$ cat config.mk
export PLATFORM = sky130hd
export DESIGN_NAME = gshare_predictor_flat
export DESIGN_NICKNAME = d
export VERILOG_FILES = /design/src/rtl/gshare_predictor_pkg.sv /design/src/rtl/gshare_predictor_if.sv /design/src/rtl/gshare_predictor_branch_target_table.sv /design/src/rtl/gshare_predictor.sv /design/src/flat_wrapper.sv
export SDC_FILE = /design/constraint.sdc
export NUM_CORES = 2
export LEC_CHECK = 0
export ABC_CLOCK_PERIOD_IN_PS = 8080
export BUFFER_PORTS_ARGS = -buffer_cell sky130_fd_sc_hd__buf_2
export CELL_PAD_IN_SITES_DETAIL_PLACEMENT = 1
export CELL_PAD_IN_SITES_GLOBAL_PLACEMENT = 1
export CORE_MARGIN = 4
export CORE_UTILIZATION = 29
export CTS_CLUSTER_SIZE = 40
export DETAILED_ROUTE_END_ITERATION = 6
export PLACE_DENSITY_LB_ADDON = 0.12
export SETUP_SLACK_MARGIN = 0.02
export SKIP_LAST_GASP = 1
export SYNTH_ARGS = -nofsm -noshare
export SYNTH_HDL_FRONTEND = slang
export SYNTH_SLANG_ARGS = --single-unit
$ cat constraint.sdc
create_clock -name clk -period 8.08 [get_ports clk]
set_clock_uncertainty 0.1 [all_clocks]
set_input_delay 1.616 -clock clk [delete_from_list [all_inputs] [get_ports clk]]
set_output_delay 1.616 -clock clk [all_outputs]
set_load 0.01 [all_outputs]
$ cat src/rtl/gshare_predictor_pkg.sv
// Shared types and helpers for the gshare/gselect direction predictor.
// Lookup and training both index through pht_index so the two paths always agree.
package gshare_predictor_pkg;

  localparam int unsigned CTR_MAX_BITS = 4;

  typedef enum int unsigned {
    HASH_GSELECT = 0,
    HASH_GSHARE  = 1
  } hash_mode_e;

  function automatic logic [CTR_MAX_BITS-1:0] weak_not_taken(int unsigned ctr_bits);
    return CTR_MAX_BITS'((1 << (ctr_bits - 1)) - 1);
  endfunction

  function automatic logic [CTR_MAX_BITS-1:0] ctr_update(logic [CTR_MAX_BITS-1:0] ctr,
                                                        logic taken,
                                                        int unsigned ctr_bits);
    logic [CTR_MAX_BITS-1:0] ctr_max;
    ctr_max = CTR_MAX_BITS'((1 << ctr_bits) - 1);
    if (taken) return (ctr == ctr_max) ? ctr : ctr + 1'b1;
    return (ctr == '0) ? ctr : ctr - 1'b1;
  endfunction

  // ghr arrives zero-extended and is always below 2^hist_bits.
  function automatic logic [31:0] pht_index(logic [31:0] pc, logic [31:0] ghr,
                                            int unsigned index_bits,
                                            int unsigned hist_bits,
                                            hash_mode_e mode);
    logic [31:0] pc_bits;
    pc_bits = (pc >> 2) & ((32'd1 << index_bits) - 32'd1);
    if (mode == HASH_GSELECT) return (pc_bits << hist_bits) | ghr;
    return pc_bits ^ ghr;
  endfunction

endpackage

$ cat src/rtl/gshare_predictor_if.sv
// Fetch lookup and decode training signals of the branch predictor.
interface gshare_predictor_if;
  logic [31:0] instructionPC;
  logic [31:0] PCD;
  logic [31:0] branchTargetD;
  logic        isBranch;
  logic        branchTaken;
  logic        branchstall;
  logic [31:0] predictedPC;
  logic        prediction;
  logic        btbHit;

  modport master (
    output instructionPC, PCD, branchTargetD, isBranch, branchTaken, branchstall,
    input  predictedPC, prediction, btbHit
  );

  modport slave (
    input  instructionPC, PCD, branchTargetD, isBranch, branchTaken, branchstall,
    output predictedPC, prediction, btbHit
  );
endinterface

$ cat src/rtl/gshare_predictor_branch_target_table.sv
// Direct-mapped tagged branch target buffer: async valid clear, combinational
// read, synchronous write. Addresses are word addresses (PC[31:2]).
module branch_target_table #(
  parameter int unsigned INDEX_BITS = 6
) (
  input  logic        clk,
  input  logic        reset,
  input  logic [29:0] lookup_word,
  output logic        hit,
  output logic [31:0] target,
  input  logic        write_en,
  input  logic [29:0] write_word,
  input  logic [31:0] write_target
);

  localparam int unsigned DEPTH    = 1 << INDEX_BITS;
  localparam int unsigned TAG_BITS = 30 - INDEX_BITS;

  logic                valid   [DEPTH];
  logic [TAG_BITS-1:0] tags    [DEPTH];
  logic [31:0]         targets [DEPTH];

  logic [INDEX_BITS-1:0] lookup_idx;
  logic [TAG_BITS-1:0]   lookup_tag;
  logic [INDEX_BITS-1:0] write_idx;
  logic [TAG_BITS-1:0]   write_tag;

  assign lookup_idx = lookup_word[INDEX_BITS-1:0];
  assign lookup_tag = lookup_word[29:INDEX_BITS];
  assign write_idx  = write_word[INDEX_BITS-1:0];
  assign write_tag  = write_word[29:INDEX_BITS];

  assign hit    = valid[lookup_idx] && (tags[lookup_idx] == lookup_tag);
  assign target = targets[lookup_idx];

  always_ff @(posedge clk or posedge reset) begin
    if (reset) begin
      for (int unsigned i = 0; i < DEPTH; i++) valid[i] <= 1'b0;
    end else if (write_en) begin
      valid[write_idx] <= 1'b1;
    end
  end

  // Payload needs no reset: it is only observed through a set valid bit.
  always_ff @(posedge clk) begin
    if (write_en) begin
      tags[write_idx]    <= write_tag;
      targets[write_idx] <= write_target;
    end
  end

endmodule

$ cat src/rtl/gshare_predictor.sv
// Global-history direction predictor (gshare or gselect indexing) with an
// integrated tagged BTB; combinational fetch lookup, decode-stage training.
module gshare_predictor
  import gshare_predictor_pkg::*;
#(
  parameter int unsigned INDEX_BITS     = 6,
  parameter int unsigned HIST_BITS      = 2,
  parameter int unsigned CTR_BITS       = 2,
  parameter int unsigned HASH_MODE      = 1,
  parameter int unsigned BTB_INDEX_BITS = 6
) (
  input logic              clk,
  input logic              reset,
  gshare_predictor_if.slave bus
);

  localparam hash_mode_e  MODE      = hash_mode_e'(HASH_MODE);
  localparam int unsigned PHT_BITS  = (MODE == HASH_GSELECT) ? INDEX_BITS + HIST_BITS : INDEX_BITS;
  localparam int unsigned PHT_DEPTH = 1 << PHT_BITS;

  logic [CTR_BITS-1:0]  pht [PHT_DEPTH];
  logic [HIST_BITS-1:0] ghr;
  logic [HIST_BITS-1:0] ghr_next;
  logic [PHT_BITS-1:0]  lookup_idx;
  logic [PHT_BITS-1:0]  train_idx;
  logic                 train;
  logic                 btb_hit;
  logic [31:0]          btb_target;
  logic                 taken_pred;

  assign train      = bus.isBranch && !bus.branchstall;
  assign lookup_idx = PHT_BITS'(pht_index(bus.instructionPC, 32'(ghr), INDEX_BITS, HIST_BITS, MODE));
  assign train_idx  = PHT_BITS'(pht_index(bus.PCD, 32'(ghr), INDEX_BITS, HIST_BITS, MODE));

  // Shift-then-overwrite form stays legal when HIST_BITS is 1.
  always_comb begin
    ghr_next              = ghr >> 1;
    ghr_next[HIST_BITS-1] = bus.branchTaken;
  end

  always_ff @(posedge clk or posedge reset) begin
    if (reset) begin
      for (int unsigned i = 0; i < PHT_DEPTH; i++) pht[i] <= CTR_BITS'(weak_not_taken(CTR_BITS));
      ghr <= '0;
    end else if (train) begin
      pht[train_idx] <= CTR_BITS'(ctr_update(CTR_MAX_BITS'(pht[train_idx]), bus.branchTaken, CTR_BITS));
      ghr            <= ghr_next;
    end
  end

  branch_target_table #(
    .INDEX_BITS(BTB_INDEX_BITS)
  ) u_btb (
    .clk          (clk),
    .reset        (reset),
    .lookup_word  (bus.instructionPC[31:2]),
    .hit          (btb_hit),
    .target       (btb_target),
    .write_en     (train && bus.branchTaken),
    .write_word   (bus.PCD[31:2]),
    .write_target (bus.branchTargetD)
  );

  assign taken_pred      = pht[lookup_idx][CTR_BITS-1] && btb_hit;
  assign bus.prediction  = taken_pred;
  assign bus.btbHit      = btb_hit;
  assign bus.predictedPC = taken_pred ? btb_target : bus.instructionPC + 32'd4;

endmodule
$ cat src/flat_wrapper.sv
// flat-port wrapper written by rule: the top's interface ports become plain ports
module gshare_predictor_flat import gshare_predictor_pkg::*;
#(
  parameter int unsigned INDEX_BITS     = 6,
  parameter int unsigned HIST_BITS      = 2,
  parameter int unsigned CTR_BITS       = 2,
  parameter int unsigned HASH_MODE      = 1,
  parameter int unsigned BTB_INDEX_BITS = 6
)
  (clk, reset, bus_instructionPC, bus_PCD, bus_branchTargetD, bus_isBranch, bus_branchTaken, bus_branchstall, bus_predictedPC, bus_prediction, bus_btbHit);
  gshare_predictor_if bus_i ();
  input logic clk;
  input logic reset;
  input wire logic [$bits(bus_i.instructionPC)-1:0] bus_instructionPC;
  input wire logic [$bits(bus_i.PCD)-1:0] bus_PCD;
  input wire logic [$bits(bus_i.branchTargetD)-1:0] bus_branchTargetD;
  input wire logic [$bits(bus_i.isBranch)-1:0] bus_isBranch;
  input wire logic [$bits(bus_i.branchTaken)-1:0] bus_branchTaken;
  input wire logic [$bits(bus_i.branchstall)-1:0] bus_branchstall;
  output wire logic [$bits(bus_i.predictedPC)-1:0] bus_predictedPC;
  output wire logic [$bits(bus_i.prediction)-1:0] bus_prediction;
  output wire logic [$bits(bus_i.btbHit)-1:0] bus_btbHit;
  assign bus_i.instructionPC = bus_instructionPC;
  assign bus_i.PCD = bus_PCD;
  assign bus_i.branchTargetD = bus_branchTargetD;
  assign bus_i.isBranch = bus_isBranch;
  assign bus_i.branchTaken = bus_branchTaken;
  assign bus_i.branchstall = bus_branchstall;
  assign bus_predictedPC = bus_i.predictedPC;
  assign bus_prediction = bus_i.prediction;
  assign bus_btbHit = bus_i.btbHit;
  gshare_predictor #(.INDEX_BITS(INDEX_BITS), .HIST_BITS(HIST_BITS), .CTR_BITS(CTR_BITS), .HASH_MODE(HASH_MODE), .BTB_INDEX_BITS(BTB_INDEX_BITS)) u_core (.clk(clk), .reset(reset), .bus(bus_i));
endmodule
# [Yosys cells after proc, flatten, opt, wreduce, memory -nomap -nowiden]
# Memory sizes are Yosys's and may differ from the RTL's.
# Index checks and enable logic that the tools add are counted.
[classes] mux=24 n_reduce_logical=8 n_eq_ne=2 addsub=3 n_lt_le_gt_ge=6 n_bitwise=7
[ops] op="$bwmux W128" count=1
[ops] op="$or A64 B64 Y64" count=1
[ops] op="$add A32 B3 Y32 const B" count=1
[ops] op="$mux W32" count=1
[ops] op="$ge A7 B7 Y1 const B" count=4
[ops] op="$not A6 Y7" count=4
[ops] op="$bmux W2 S6" count=2
[ops] op="$eq A24 B24 Y1" count=1
[ops] op="$mux W2" count=10
[ops] op="$lt A7 B1 Y1 const B" count=2
[ops] op="$demux W2 S6" count=1
[ops] op="$xor A6 B2 Y6" count=2
[ops] op="$mux W1" count=7
[ops] op="$bmux W1 S6" count=1
[ops] op="$demux W1 S6" count=1
[ops] op="$logic_and A1 B1 Y1" count=6
[ops] op="$add A2 B1 Y2 const B" count=1
[ops] op="$eq A2 B2 Y1 const B" count=1
[ops] op="$logic_not A2 Y1" count=1
[ops] op="$sub A2 B1 Y2 const B" count=1
[ops] op="$logic_not A1 Y1" count=1
[word_totals] n_memories=2 out_inout_bits=34 regBits=194 ramBits=3584 wordCells=181
[mem_list] memory="u_core.u_btb.targets" words=64 word_bits=32 rd=1 rd_clocked_by_memory_dff=0 write_ports=1 line_no="gshare_predictor_branch_target_table.sv:21" text="logic [31:0] targets [DEPTH];"
[mem_list] memory="u_core.u_btb.tags" words=64 word_bits=24 rd=1 rd_clocked_by_memory_dff=0 write_ports=1 line_no="gshare_predictor_branch_target_table.sv:20" text="logic [TAG_BITS-1:0] tags [DEPTH];"

# [Longest topological paths before layout]
[depth] word_depth=11 mapped_depth=17 depth_no_buf=9

# [Cells and area by module]
# A second synthesis with hierarchy kept.
[unflattened] hier_cells=6580 area_unflattened_um2=146998.5
[modules_own_cells] module="branch_target_table" n_inst=1 seq_area_each_um2=109224.8 cells_per_inst=5753 area_per_inst_um2=139251.1
[modules_own_cells] module="gshare_predictor" n_inst=1 seq_area_each_um2=3333.2 cells_per_inst=827 area_per_inst_um2=7747.4

# [Least setup slack after synthesis]
# Ideal clock, no wire load.
[synth_path] path_type="in2out" from="input bus_instructionPC[2]" to="output bus_predictedPC[0]" required_time_ps=6364 stages=15 n_path_buf=10 path_slack_ps=1262 arrival_time_ps=5102 path_cell_list="buf_6 buf_6 buf_4 buf_4 buf_6 buf_4 buf_2 buf_2 buf_2 buf_2 mux4_2 mux4_2 nand2_1 a31oi_1 mux2_2"
[synth_via] elab_chain_cells=7 elab_cells_between_ends=15 cone_classes="eq/ne: 1; mux: 7; bitwise: 3; reduce/logical: 2; memory: 2"
[synth_rtl] element="start, declared" line_no="flat_wrapper.sv:14" text="input wire logic [$bits(bus_i.instructionPC)-1:0] bus_instructionPC;"
[synth_rtl] element="parallel branches: the longest is 6 deep, another holds $mem_v2 Z64 W24"
[synth_rtl] element="$mux W32 (*)" line_no="gshare_predictor.sv:67" text="assign bus.predictedPC = taken_pred ? btb_target : bus.instructionPC + 32'd4;"
[synth_rtl] element="end, declared" line_no="flat_wrapper.sv:20" text="output wire logic [$bits(bus_i.predictedPC)-1:0] bus_predictedPC;"
# Mark *: on every way between the ends. The select of a mux whose other input is x is not followed.

# [Worst setup path in the final report]
[layout_path] from="input bus_instructionPC[2]" to="output bus_predictedPC[6]"
# The elaborated chain is that of the path after synthesis.

==> flow_summary.json <==
{
  "synth_flop_cell": "edfxtp_1",
  "ys_ff_latch": 3778,
  "boundaryPins": 135,
  "area_growth_pct": 17.8,
  "r2r-end": "u_core.pht[101]",
  "crit_arrival_ns": 6.24,
  "cp_max_fo": 15,
  "synth_top_area_share_pct": 73.2,
  "path_cells": "buf_12 > mux4_2 > mux2i_1 > buf_4 > nor3_1 > o31ai_1 > a21oi_1 > nand4b_1 > a2111o_1 > or4_4 > buf_12 > mux2_4 > buf_2",
  "fp.dieH_um": 720,
  "cts_root_buffer": "clkbuf_16",
  "cpPeakStageDelay_ns": 0.97,
  "avgSynthCellArea_um2": 22.0,
  "fillers": 48900,
  "clk_pin_slew_worst_paths_ns": 0.05,
  "synth_area_leaders": "edfxtp_1 (73%), mux4_2 (15%), dfrtp_1 (2.2%)",
  "ys_top_cells_by_count": "edfxtp_1 (3,584), mux4_2 (1,008), nand2_1 (307)",
  "rsz0062_at_grt": "false",
  "cp_common_cell": "buf_12",
  "dieArea_um2": 518000,
  "period_needed_ns": 7.95,
  "reg2reg_from": "u_core.ghr[0]",
  "use_met3_pct": 2.48,
  "grt_usage_pct": 20.2,
  "drt_pass1_iterations": 6,
  "min_period_over_period_pct": 98.4,
  "antenna_found_initial": 64,
  "vias": 74300,
  "wire_per_inst_um": 37.0,
  "num_rows": 261,
  "total_power_mw": 43.5,
  "synthArstFlopShare_pct": 5.13,
  "whs_path_depth": 1,
  "cts_sinks": 3778,
  "cts_setup_buffers": 0,
  "netlist_instances": 6667,
  "grt_pass1_wl_mm": 715,
  "clk_path_buf_depth": 4,
  "rr_worst_depth": 10,
  "routed_wl_mm": 532,
  "postPlaceCellArea_um2": 159000,
  "grt_pass1_vias": 78200,
  "clkLatencyLatePin_ns": 1.00,
  "relSlewSlack_pct": 4.03,
  "viasPerCell": 5.16,
  "synth_cell_types": 82,
  "drv_cap": 0,
  "path_class": "in -> out",
  "initial_utilization_pct": 29.1,
  "min-delay-start": "u_core.u_btb.valid[26]",
  "critPathSlowestCell": "o31ai_1",
  "hold_class": "reg -> reg",
  "dp_hpwl_mm": 308,
  "drt.antenna.violating_nets": 0,
  "synth_top_area_cell": "edfxtp_1",
  "final_max_slew_viol_count": 0,
  "synth_area_um2": 147000,
  "p_per_area_nw_per_um2": 252,
  "min_to": "u_core.u_btb.valid[26]",
  "ir_drop_mv": 0.196,
  "tightest_slew_ns": 1.43,
  "top_usage_layer": "met2",
  "cts_tree": "built",
  "crit_path_start_kind": "primary input",
  "fin_nets": 7401,
  "p_leak_nw": 55.0,
  "cts_buffers": 426,
  "synth-edff-count": 3584,
  "synth_seq_area_share_pct": 76.6,
  "finalInstanceArea_um2": 173000,
  "met1_usage_pct": 27.4,
  "grt_max_degree": 137,
  "layout-drive-gt1-share_pct": 32.0,
  "yosys_warnings": 0,
  "status": "completed",
  "max_freq_mhz": 126,
  "hold_violations": 0,
  "cp.required_ns": 6.36,
  "routabilityCongestion": 0.797,
  "die_w_um": 720,
  "drtIter0Drc": 7600,
  "design.core.area_um2": 505000,
  "ff2ff_setup_slack_ns": 2.98,
  "drc": 0,
  "yosysMostFrequentCell": "edfxtp_1",
  "finalSetupViolations": 0,
  "io_buffers": 132,
  "end_kind": "primary output",
  "overflow": 0,
  "htreeDepth": 5,
  "synth_nets": 6769,
  "globalRouteMet2Util_pct": 34.9
}
-- where the power goes --
group	switching (mW)	internal, mW	total [mW]	leakage [nW]
combinational	1.57	0.933	2.50	13.6
clock	8.18	11.1	19.3	6.72
sequential	0.0981	21.6	21.7	34.6
total	9.85	33.7	43.5	55.0
-- cells by family after synthesis --
| family | Yosys count | synth area share (%) |
|---|---|---|
| flip-flops | 3778 | 76.6 |
| adder cells (fa/ha/maj) | 3 | 0.0221 |
| AND/OR/NAND/NOR | 715 | 2.29 |
| AO/OA/AOI/OAI | 494 | 2.28 |
| XOR/XNOR | 46 | 0.274 |
| multiplexers | 1259 | 17.3 |
| buffers and inverters | 372 | 1.27 |
-- flip-flops by register name, indices dropped and copies added (netlist names) --
register / flops
u_core.u_btb.valid: 64
u_core.pht: 128
u_core.u_btb.tags: 1536
u_core.u_btb.targets: 2048
u_core.ghr: 2
-- worst max-delay path, delay by kind of cell --
family                 cells  cell delay [ns]
buffers and inverters      4             0.76
AO/OA/AOI/OAI              3             1.55
AND/OR/NAND/NOR            3             0.91
multiplexers               3             1.24
-- worst max-delay path by stage --
stage                         start                  to  slack (ns)
6_report       bus_instructionPC[2]  bus_predictedPC[6]        0.13
5_1_grt        bus_instructionPC[3]  bus_predictedPC[2]        0.10
4_1_cts        bus_instructionPC[2]  bus_predictedPC[6]        0.02
3_5_place_dp   bus_instructionPC[2]  bus_predictedPC[6]       -0.24
3_3_place_gp   bus_instructionPC[2]  bus_predictedPC[6]       -0.27
2_1_floorplan                 reset       u_core.ghr[0]        1.19
-- final cells by class --
type,instances,area [um2],share of cell area [%]
Antenna cell,19,47.5,0.0275
Clock buffer,525,11100,6.44
Clock inverter,271,2680,1.55
Inverter,19,91.3,0.0528
Multi-Input combinational cell,2517,33100,19.1
Sequential cell,3778,113000,65.0
Tap cell,6706,8390,4.85
Timing Repair Buffer,557,5060,2.92
-- cell usage in the layout, fill, tap and decap left out, types with 26 or more instances in the layout --
cell	instances
nor2_4	64
mux2i_1	195
nor2_1	65
a221oi_1	26
buf_2	126
mux2_4	29
mux2_2	27
a21oi_1	32
o22ai_1	45
xnor2_1	31
buf_4	334
and3_1	28
edfxtp_1	3584
dfrtp_1	130
or2_2	71
a22oi_1	102
buf_12	94
dfstp_2	64
o21ai_0	152
clkbuf_16	431
bufinv_16	41
clkinv_1	102
nand2_1	307
clkbuf_1	93
nand3_1	49
clkinv_2	83
mux4_2	1008
-- repair_timing --
item / CTS / global route
gates resized for setup: 2 / 1
hold buffers: 0 / 0
endpoints found under the setup margin: 32 / 9
-- through the flow --
step / setup TNS (ns) / hold slack (ns) / utilization [%] / worst slack [ns] / instances
4_1_cts: 0 / 0.366 / 34.2 / 0.0217 / 14400
3_3_place_gp: -6.01 / 0.346 / 31.5 / -0.267 / 13600
5_1_grt: 0 / 0.377 / 34.3 / 0.100 / 14400
6_report: 0 / 0.361 / 34.3 / 0.126 / 14400
3_5_place_dp: -5.41 / 0.352 / 31.5 / -0.245 / 13600
2_1_floorplan: 0 / 0.334 / - / 1.19 / 6667
-- per-layer routing --
metal / vias up / wire length, um
met5: - / 49
met1: 42100 / 228000
met4: 8 / 12100
li1: 29500 / -
met3: 606 / 24000
met2: 2105 / 268000
Power figures use the tool's default switching activity.
